--- src/rtl/phase3b_pkg.sv ---
// Shared types and constants for the phase-3b derotation stream.
package phase3b_pkg;

  localparam int KEY_W         = 3;
  localparam int BITSTREAM_DEF = 64;

  typedef logic [KEY_W-1:0] phase3b_key_t;

endpackage

--- src/rtl/phase3b_rotr_stage.sv ---
// Combinational right-rotate of a word by a fixed amount, applied only when en is set.
module phase3b_rotr_stage
  import phase3b_pkg::*;
#(
  parameter int W   = BITSTREAM_DEF,
  parameter int AMT = 1
) (
  input  logic         en,
  input  logic [W-1:0] din,
  output logic [W-1:0] dout
);

  // dout[i] = din[(i + AMT) mod W] when enabled
  always_comb begin
    if (en) begin
      dout = {din[AMT-1:0], din[W-1:AMT]};
    end else begin
      dout = din;
    end
  end

endmodule

--- src/rtl/phase_3b_derotate_stream.sv ---
// Undoes the phase-3b left rotation through a 2-stage elastic pipeline and counts words/frames.
// Optional build macro PHASE3B_DEROT_AUTOKEY_EN replaces the per-word k port with a self-advancing key register.
module phase_3b_derotate_stream
  import phase3b_pkg::*;
#(
  parameter int BITSTREAM = BITSTREAM_DEF,
  parameter int CNT_W     = 16
) (
  input  logic                 clk,
  input  logic                 rst_n,
  input  logic                 in_valid,
  output logic                 in_ready,
  input  logic [BITSTREAM-1:0] in_bits,
  input  logic [KEY_W-1:0]     k,
`ifdef PHASE3B_DEROT_AUTOKEY_EN
  input  logic [KEY_W-1:0]     key_seed,
`endif
  input  logic                 in_last,
  output logic                 out_valid,
  input  logic                 out_ready,
  output logic [BITSTREAM-1:0] out_bits,
  output logic                 out_last,
  output logic [CNT_W-1:0]     word_cnt,
  output logic [CNT_W-1:0]     frame_cnt,
  output logic                 frame_done
);

  localparam logic [CNT_W-1:0] CNT_ONE = {{(CNT_W-1){1'b0}}, 1'b1};

  logic                 ready1;
  logic                 ready2;
  logic                 in_hs;
  logic                 out_hs;
  phase3b_key_t         key_s;
  logic [BITSTREAM-1:0] rot4_s;
  logic [BITSTREAM-1:0] rot42_s;
  logic [BITSTREAM-1:0] rot1_s;

  logic [BITSTREAM-1:0] d1_r;
  logic                 k0_r;
  logic                 last1_r;
  logic                 v1_r;
  logic [BITSTREAM-1:0] d2_r;
  logic                 last2_r;
  logic                 v2_r;
  logic [CNT_W-1:0]     word_cnt_r;
  logic [CNT_W-1:0]     frame_cnt_r;
  logic                 frame_done_r;

  assign ready2   = !v2_r || out_ready;
  assign ready1   = !v1_r || ready2;
  assign in_hs    = in_valid && ready1;
  assign out_hs   = v2_r && out_ready;
  assign in_ready = ready1;

`ifdef PHASE3B_DEROT_AUTOKEY_EN
  phase3b_key_t key_r;
  logic         unused_k;

  assign unused_k = ^k;
  assign key_s    = key_r;

  // Key advances per accepted word and restarts from the seed at each frame boundary
  always_ff @(posedge clk) begin
    if (!rst_n) begin
      key_r <= key_seed;
    end else if (in_hs) begin
      if (in_last) begin
        key_r <= key_seed;
      end else begin
        key_r <= key_r + phase3b_key_t'(1);
      end
    end else begin
      key_r <= key_r;
    end
  end
`else
  assign key_s = k;
`endif

  phase3b_rotr_stage #(.W(BITSTREAM), .AMT(4)) u_rot4 (
    .en   (key_s[2]),
    .din  (in_bits),
    .dout (rot4_s)
  );

  phase3b_rotr_stage #(.W(BITSTREAM), .AMT(2)) u_rot2 (
    .en   (key_s[1]),
    .din  (rot4_s),
    .dout (rot42_s)
  );

  // The k[0] rotation is deferred to stage 2 to split the mux depth across stages
  phase3b_rotr_stage #(.W(BITSTREAM), .AMT(1)) u_rot1 (
    .en   (k0_r),
    .din  (d1_r),
    .dout (rot1_s)
  );

  always_ff @(posedge clk) begin
    if (!rst_n) begin
      d1_r    <= '0;
      k0_r    <= 1'b0;
      last1_r <= 1'b0;
      v1_r    <= 1'b0;
      d2_r    <= '0;
      last2_r <= 1'b0;
      v2_r    <= 1'b0;
    end else begin
      if (ready1) begin
        v1_r <= in_valid;
        if (in_valid) begin
          d1_r    <= rot42_s;
          k0_r    <= key_s[0];
          last1_r <= in_last;
        end
      end
      if (ready2) begin
        v2_r <= v1_r;
        if (v1_r) begin
          d2_r    <= rot1_s;
          last2_r <= last1_r;
        end
      end
    end
  end

  // Delivery counters; frame_done pulses the cycle after a last-word handshake
  always_ff @(posedge clk) begin
    if (!rst_n) begin
      word_cnt_r   <= '0;
      frame_cnt_r  <= '0;
      frame_done_r <= 1'b0;
    end else begin
      frame_done_r <= out_hs && last2_r;
      if (out_hs) begin
        word_cnt_r <= word_cnt_r + CNT_ONE;
        if (last2_r) begin
          frame_cnt_r <= frame_cnt_r + CNT_ONE;
        end
      end
    end
  end

  assign out_valid  = v2_r;
  assign out_bits   = d2_r;
  assign out_last   = last2_r;
  assign word_cnt   = word_cnt_r;
  assign frame_cnt  = frame_cnt_r;
  assign frame_done = frame_done_r;

endmodule

--- config.mk ---
export PLATFORM = sky130hd
export DESIGN_NAME = phase_3b_derotate_stream
export DESIGN_NICKNAME = d
export VERILOG_FILES = /design/src/rtl/phase3b_pkg.sv /design/src/rtl/phase3b_rotr_stage.sv /design/src/rtl/phase_3b_derotate_stream.sv
export SDC_FILE = /design/constraint.sdc
export NUM_CORES = 1
export LEC_CHECK = 0
export CORE_MARGIN = 5
export CORE_UTILIZATION = 55
export DETAILED_ROUTE_END_ITERATION = 8
export GPL_ROUTABILITY_DRIVEN = 0
export PLACE_DENSITY = 0.95
export REMOVE_ABC_BUFFERS = 1
export SLEW_MARGIN = 25
export SYNTH_ARGS = -nofsm -noshare
export SYNTH_HDL_FRONTEND = slang
export SYNTH_SLANG_ARGS = --single-unit
--- constraint.sdc ---
create_clock -name clk -period 4.5 [get_ports clk]
set_clock_uncertainty 0.15 [all_clocks]
set_input_delay 1.35 -clock clk [delete_from_list [all_inputs] [get_ports clk]]
set_output_delay 1.35 -clock clk [all_outputs]
set_load 0.05 [all_outputs]
# Word level (Yosys, flattened, before mapping)
# Index checks and enable logic that the tools add are counted.
[totals]
inputBits = 72
output_inout_bits = 100
wordCells = 24
reg_bits = 166
[classes]
n_mux = 3
add_sub_neg = 2
reduce_logical = 9
[op_table]
columns = ["operator", "n"]
rows = [
  ["$mux W64", 3],
  ["$add A16 B1 Y16 const B", 2],
  ["$reduce_and A2 Y1", 3],
  ["$logic_and A1 B1 Y1", 2],
  ["$logic_not A1 Y1", 2],
  ["$logic_or A1 B1 Y1", 2],
]

# Depth between registers and ports, before layout
# Gate-level depths: netlist (run 1).
[logic_depth]
word_depth = 4
mapped_depth = 6

# By module
# Synthesis (run 1) repeated with hierarchy kept, for this count alone.
[unflattened]
hier_cells = 962
hier_area_um2 = 9257.6
[modules_own_cells]
columns = ["module", "instances", "cells_per_inst", "area_per_inst_um2"]
rows = [
  ["phase_3b_derotate_stream", 1, 749, 6025.8],
  ["phase3b_rotr_stage", 3, 71, 1077.3],
]

# Worst setup path before layout (run 1)
# Ideal clock, no wire load.
[synth_path]
path_type = "input -> output"
start = "input port out_ready"
end = "output port in_ready"
n_path_buf = 0
path_stages = 1
t_arrival_ns = 1.838
required_ns = 3.000
setup_slack_ns = 1.162
path_cell_list = "nand3b_1"
[synth_between]
elab_chain_len = 2
[synth_lines]
columns = ["element", "line_no", "source"]
rows = [
  ["start, declared", "phase_3b_derotate_stream.sv:20", "input logic out_ready,"],
  ["$logic_or A1 B1 Y1", "phase_3b_derotate_stream.sv:50", "assign ready2 = !v2_r || out_ready;"],
  ["$logic_or A1 B1 Y1", "phase_3b_derotate_stream.sv:51", "assign ready1 = !v1_r || ready2;"],
  ["end, declared", "phase_3b_derotate_stream.sv:12", "output logic in_ready,"],
]
# Every way passes these cells.

# Worst setup path after layout (run 1)
# Ends and elaborated chain as after synthesis.

==> flow_summary.ini, run 1 <==
[run_status]
outcome = completed

[cells_and_area]
area_growth_syn_to_layout_pct = 30.6
finish.utilization_pct = 72.7
drive_gt1_share_pct = 11.8
nets = 1031
antenna_cells = 0

[placement]
place_ws_ns = 0.562
portBuffers = 171
hpwl_um = 14500

[synth]
synth_edf_count = 0
yosys-top-cells-count = dfxtp_1 (166), nand2_1 (147), nor2_1 (88), a21oi_1 (76), mux2i_1 (69)
synth_top_area_share_pct = 41.2
ys_types = 34
ys_ff_latch = 166
async_flop_share_pct = 0
yosysSeqAreaShare_pct = 41.2
ys.flop_type = dfxtp_1
yosys.cell_count.top_type = dfxtp_1
synth_warnings = 0
syn_inst = 827
avgSynthCellArea_um2 = 9.74
synthTopCellsByArea = dfxtp_1 (41%), mux4_2 (18%), mux2i_1 (8.6%), nand2_1 (6.8%), a211oi_1 (6.0%)
synth_top_cell_by_area = dfxtp_1
netlist_area_mm2 = 0.00806

[setup_path]
worstRegToRegCells = 5
cp-start-kind = primary input
worst_setup_path_end_kind = output pin
r2r_end = d1_r[15]
rrSetupSlack_ns = 2.37
cp_max_fo = 8
r2r_start = out_valid
critPathArrivalTime_ns = 2.47
crit_type = primary input to output pin
cp.required_ns = 3.00

[hold_path]
holdCritStartpoint = last1_r
holdCritPathClass = register to register
holdPathStages = 2
hold_end = last1_r

[sta]
fmax_ghz = 0.252
fin_crit_ns = 3.97
maxSlewViolCount = 0
rsz0062_at_grt = false
final.setup.tns_ns = 0
whs_ns = 0.310
setup_viol = 0
hold_violations = 0
worst_pin_slew_ns = 0.954
finalWorstSetupSlack_ns = 0.530
maxSlewHeadroom_pct = 36.4
fin_crit_sh_pct = 88.2

[grt]
grt_overflow = 0
grt_pass1_wl_um = 34900
grt_max_degree = 130
track_usage_pct = 25.8
antenna_found_initial = 3
grt_pass1_vias = 6982

[floorplanning]
row_count = 44
die_y_um = 131
start_util_pct = 55.7
core-area_mm2 = 0.0145
num_io_pins = 172
dieArea_mm2 = 0.0172
dieWidth_um = 131

[clocking]
cts.sinks = 166
path_clk_slew_ns = 0.06
numCtsBuffers = 17
post_cts.repair.setup_buffers = 0
cts_buffer_depth = 2
hold_buffers = 0
cts.htree.levels = 4
cts_tree = built
clock_latency_ns = 0.42
cts_root_buffer = clkbuf_16
cts_resized = 0

[route]
vias = 7030
wl_um = 21700
ant_nets = 0
route.met2.wl_um = 10800
m1WireLength_um = 8150
top_layer = met5
drc = 0
drtIter0Drc = 503
via_per_inst = 6.09
dr.pass1.iters = 5
met3_length_um = 2140
wl_per_cell_um = 18.8

[job]
drv_cap = 0

[pwr]
pwr_density_cell_mw_per_mm2 = 363
ir_drop_mv = 0.271
p_leak_nw = 3.60
[placed cells by master (no fill, tap or decap), drive strengths merged, types with 8 or more instances in the layout]
master,n
clkdlybuf4s50,168
dfxtp,166
nand2,147
nor2,88
a21oi,76
mux2i,69
mux4,64
a211oi,64
clkbuf,21
xnor2,13
nand4,11
buf,11
inv,9
nand3,8
[flip-flops by register name, summed over array words and instances, names as in the netlist]
register	count
d1_r	64
frame_cnt	16
last1_r	1
v1_r	1
out_bits	64
frame_done	1
word_cnt	16
out_last	1
k0_r	1
out_valid	1
[worst max-delay path by stage]
stage	from	endpoint	slack, ns
after floorplan	out_ready	out_last	-1.97
after CTS	out_ready	in_ready	0.54
after detailed placement	out_ready	in_ready	0.56
final	out_ready	in_ready	0.53
after global placement	out_ready	in_ready	0.62
after global routing	out_ready	in_ready	0.49
[logic make-up (layout without fill, tap and decap cells)]
group,after synthesis,count (layout),synth area share (%)
AO/OA/AOI/OAI,149,149,11.3
buffers and inverters,76,219,3.77
XOR/XNOR,19,19,2.07
AND/OR/NAND/NOR,282,282,14.8
multiplexers,133,133,26.5
flip-flops,166,166,41.2
adder cells (fa/ha/maj),2,2,0.311
[per-layer routing]
metal,vias up,track usage [%]
met5,-,0
met4,6,10.5
met3,65,7.93
met2,368,43.6
met1,3331,30.7
li1,3260,-
[layout make-up]
cell class	instances	area (um^2)
well taps	184	230
inverters	8	32.5
clock inverters	11	149
multi-input cells	585	4450
clock buffers	21	460
repair buffers	179	1870
fillers	1002	3960
flip-flops and latches	166	3330
[worst max-delay path, cell delays in order]
cell	delay [ns]
clkdlybuf4s50_1	0.56
nand3b_1	0.34
buf_12	0.22
[power breakdown]
group / internal, mW / switching [mW]
Sequential: 1.55 / 0.0637
Clock: 0.905 / 0.590
Combinational: 0.308 / 0.394
[metrics by stage]
stage               total power [mW]  instances  area (um^2)
floorplan                       2.08        759         7780
global placement                2.32       1121         9880
detailed placement              2.34       1121         9880
CTS                             3.83       1153        10500
global route                    3.96       1154        10500
finish                          3.81       1154        10500
Power figures use the tool's default switching activity.
==> run 2, diff against run 1 <==
--- a/config.mk
+++ b/config.mk
@@ -7,9 +7,10 @@
 export LEC_CHECK = 0
 export CORE_MARGIN = 5
 export CORE_UTILIZATION = 55
+export CTS_CLUSTER_SIZE = 28
 export DETAILED_ROUTE_END_ITERATION = 8
 export GPL_ROUTABILITY_DRIVEN = 0
-export PLACE_DENSITY = 0.95
+export PLACE_DENSITY = 0.87
 export REMOVE_ABC_BUFFERS = 1
 export SLEW_MARGIN = 25
 export SYNTH_ARGS = -nofsm -noshare
==> run 2 against run 1 <==
- setup slack gained 0.056 ns
- combinational power decreased by 2%
- clock power shrank 7%
- sequential cell count did not move
- utilization fell by 0.29 points
- total power is 3.2% lower
- hold slack got worse by 0.0029 ns
- die area unchanged
- critical path depth unchanged
- final cell count rose by 0.26%
- sequential power is essentially flat
- critical path type unchanged
==> flow_summary.ini, run 2 (same netlist as run 1, synthesis figures left out) <==
[pwr]
combPwrFrac_pct = 18.7
pwr_density_cell_mw_per_mm2 = 352
pwr-share-clk_pct = 37.5
p_leak_nw = 3.58
p_int_mw = 2.68
netSwitchingPower_mw = 1.01
ir_drop_mv = 0.285
swShare_pct = 27.5
seqPwrFrac_pct = 43.8

[hold_path]
holdCritPathClass = register to register

[sta]
rsz0062_at_grt = false
hold_violations = 0
setup_viol = 0
finalWorstSetupSlack_ns = 0.586
fin_crit_ns = 3.91
fmax_ghz = 0.256
fin_crit_sh_pct = 87.0
whs_ns = 0.307
maxSlewViolCount = 0
maxSlewHeadroom_pct = 49.7
worst_pin_slew_ns = 0.754

[cells_and_area]
instances_no_fill = 1157
antenna_cells = 0
nets = 1035
layout_common_cells = clkdlybuf4s50_1 (168), dfxtp_1 (165), nand2_1 (146)
fillerInstances = 1058
area_growth_syn_to_layout_pct = 30.0
finish.utilization_pct = 72.4
final_common_cell = clkdlybuf4s50_1
drive_gt1_share_pct = 11.9
final_area_mm2 = 0.0105

[clocking]
cts_root_buffer = clkbuf_16
path_clk_slew_ns = 0.06
hold_buffers = 0
cts.sinks = 166
cts_buffer_depth = 2
clock_latency_ns = 0.42
cts.htree.levels = 4
cts_resized = 0
cts_tree = built
numCtsBuffers = 17
post_cts.repair.setup_buffers = 0

[job]
drv_cap = 0

[grt]
grt_pass1_wl_um = 32800
grt_max_degree = 130
track_usage_pct = 23.9
grt_overflow = 0
met3_usage_pct = 7.03
antenna_found_initial = 3
gr-usage-met1_pct = 31.1
grt_pass1_vias = 6678
grtUsageMet2_pct = 38.7
top_usage_layer = met2

[route]
drc = 0
via_per_inst = 5.92
wl_um = 20100
wl_per_cell_um = 17.4
dr.pass1.iters = 5
vias = 6848
ant_nets = 0
drtIter0Drc = 591

[setup_path]
cp_max_fo = 8
cp-start-kind = primary input
slowest_delay_ns = 0.53
rrSetupSlack_ns = 2.52
worst_setup_path_end_kind = output pin
r2r_end = d1_r[61]
crit_start = out_ready
path_cells = clkdlybuf4s50_1 > nand3b_1 > buf_12
cp.required_ns = 3.00
worstRegToRegCells = 5
r2r_start = out_valid
critPathArrivalTime_ns = 2.41
crit_end = in_ready
crit_type = primary input to output pin
cp_slowest_cell = clkdlybuf4s50_1

[placement]
portBuffers = 171
hpwl_um = 13800
postPlaceCellArea_mm2 = 0.00989
place_inst = 1125
place_ws_ns = 0.592

[floorplanning]
num_io_pins = 172
row_count = 44
start_util_pct = 55.7
dieArea_mm2 = 0.0172
die_y_um = 131
dieWidth_um = 131
core-area_mm2 = 0.0145

[run_status]
outcome = completed
[run 2: cell count changes in the layout (fill, tap and decap cells not counted), moves of 2 or more]
cell,before,now
clkinvlp_4,1,3
bufinv_16,3,1
clkinv_4,4,0
buf_12,7,5
clkinv_2,2,4
buf_4,2,8
[run 2: power groups by stage]
| stage | sequential (mW) | combinational [mW] | clock (mW) |
|---|---|---|---|
| finish | 1.62 | 0.689 | 1.38 |
| global route | 1.63 | 0.741 | 1.46 |
| CTS | 1.63 | 0.680 | 1.41 |
| detailed placement | 1.66 | 0.675 | 0 |
| global placement | 1.65 | 0.664 | 0 |
| floorplan | 1.78 | 0.297 | 0 |
[run 2: worst max-delay path: cells and delay by family]
kind,cells,cell delay (ns)
buffers and inverters,2,0.74
AND/OR/NAND/NOR,1,0.32
[run 2: metrics by stage]
stage                     power [mW]  TNS [ns]
final                           3.69         0
after global routing            3.83         0
after CTS                       3.71         0
after detailed placement        2.33         0
after global placement          2.32         0
after floorplan                 2.08   -119.61
[run 2: how the worst min path moves through the flow]
stage,from,cells after the start,endpoint
after detailed placement,last1_r,2,last1_r
after global routing,d1_r[40],2,d1_r[40]
after global placement,last1_r,2,last1_r
after floorplan,last1_r,2,last1_r
after CTS,last1_r,2,last1_r
final,last1_r,2,last1_r
[run 2: per-layer routing]
metal  vias up  wire, um
li1       3269         -
met1      3225      8100
met2       308      9730
met3        40      1900
met4         6       364
met5         -        33
[run 2: cell type report]
cell class	instances	area, um^2	share of cell area (%)
clock buffers	23	489	4.67
clock inverters	8	72.6	0.693
inverters	8	32.5	0.310
multi-input cells	585	4450	42.5
flip-flops and latches	166	3330	31.8
well taps	184	230	2.20
repair buffers	183	1870	17.9
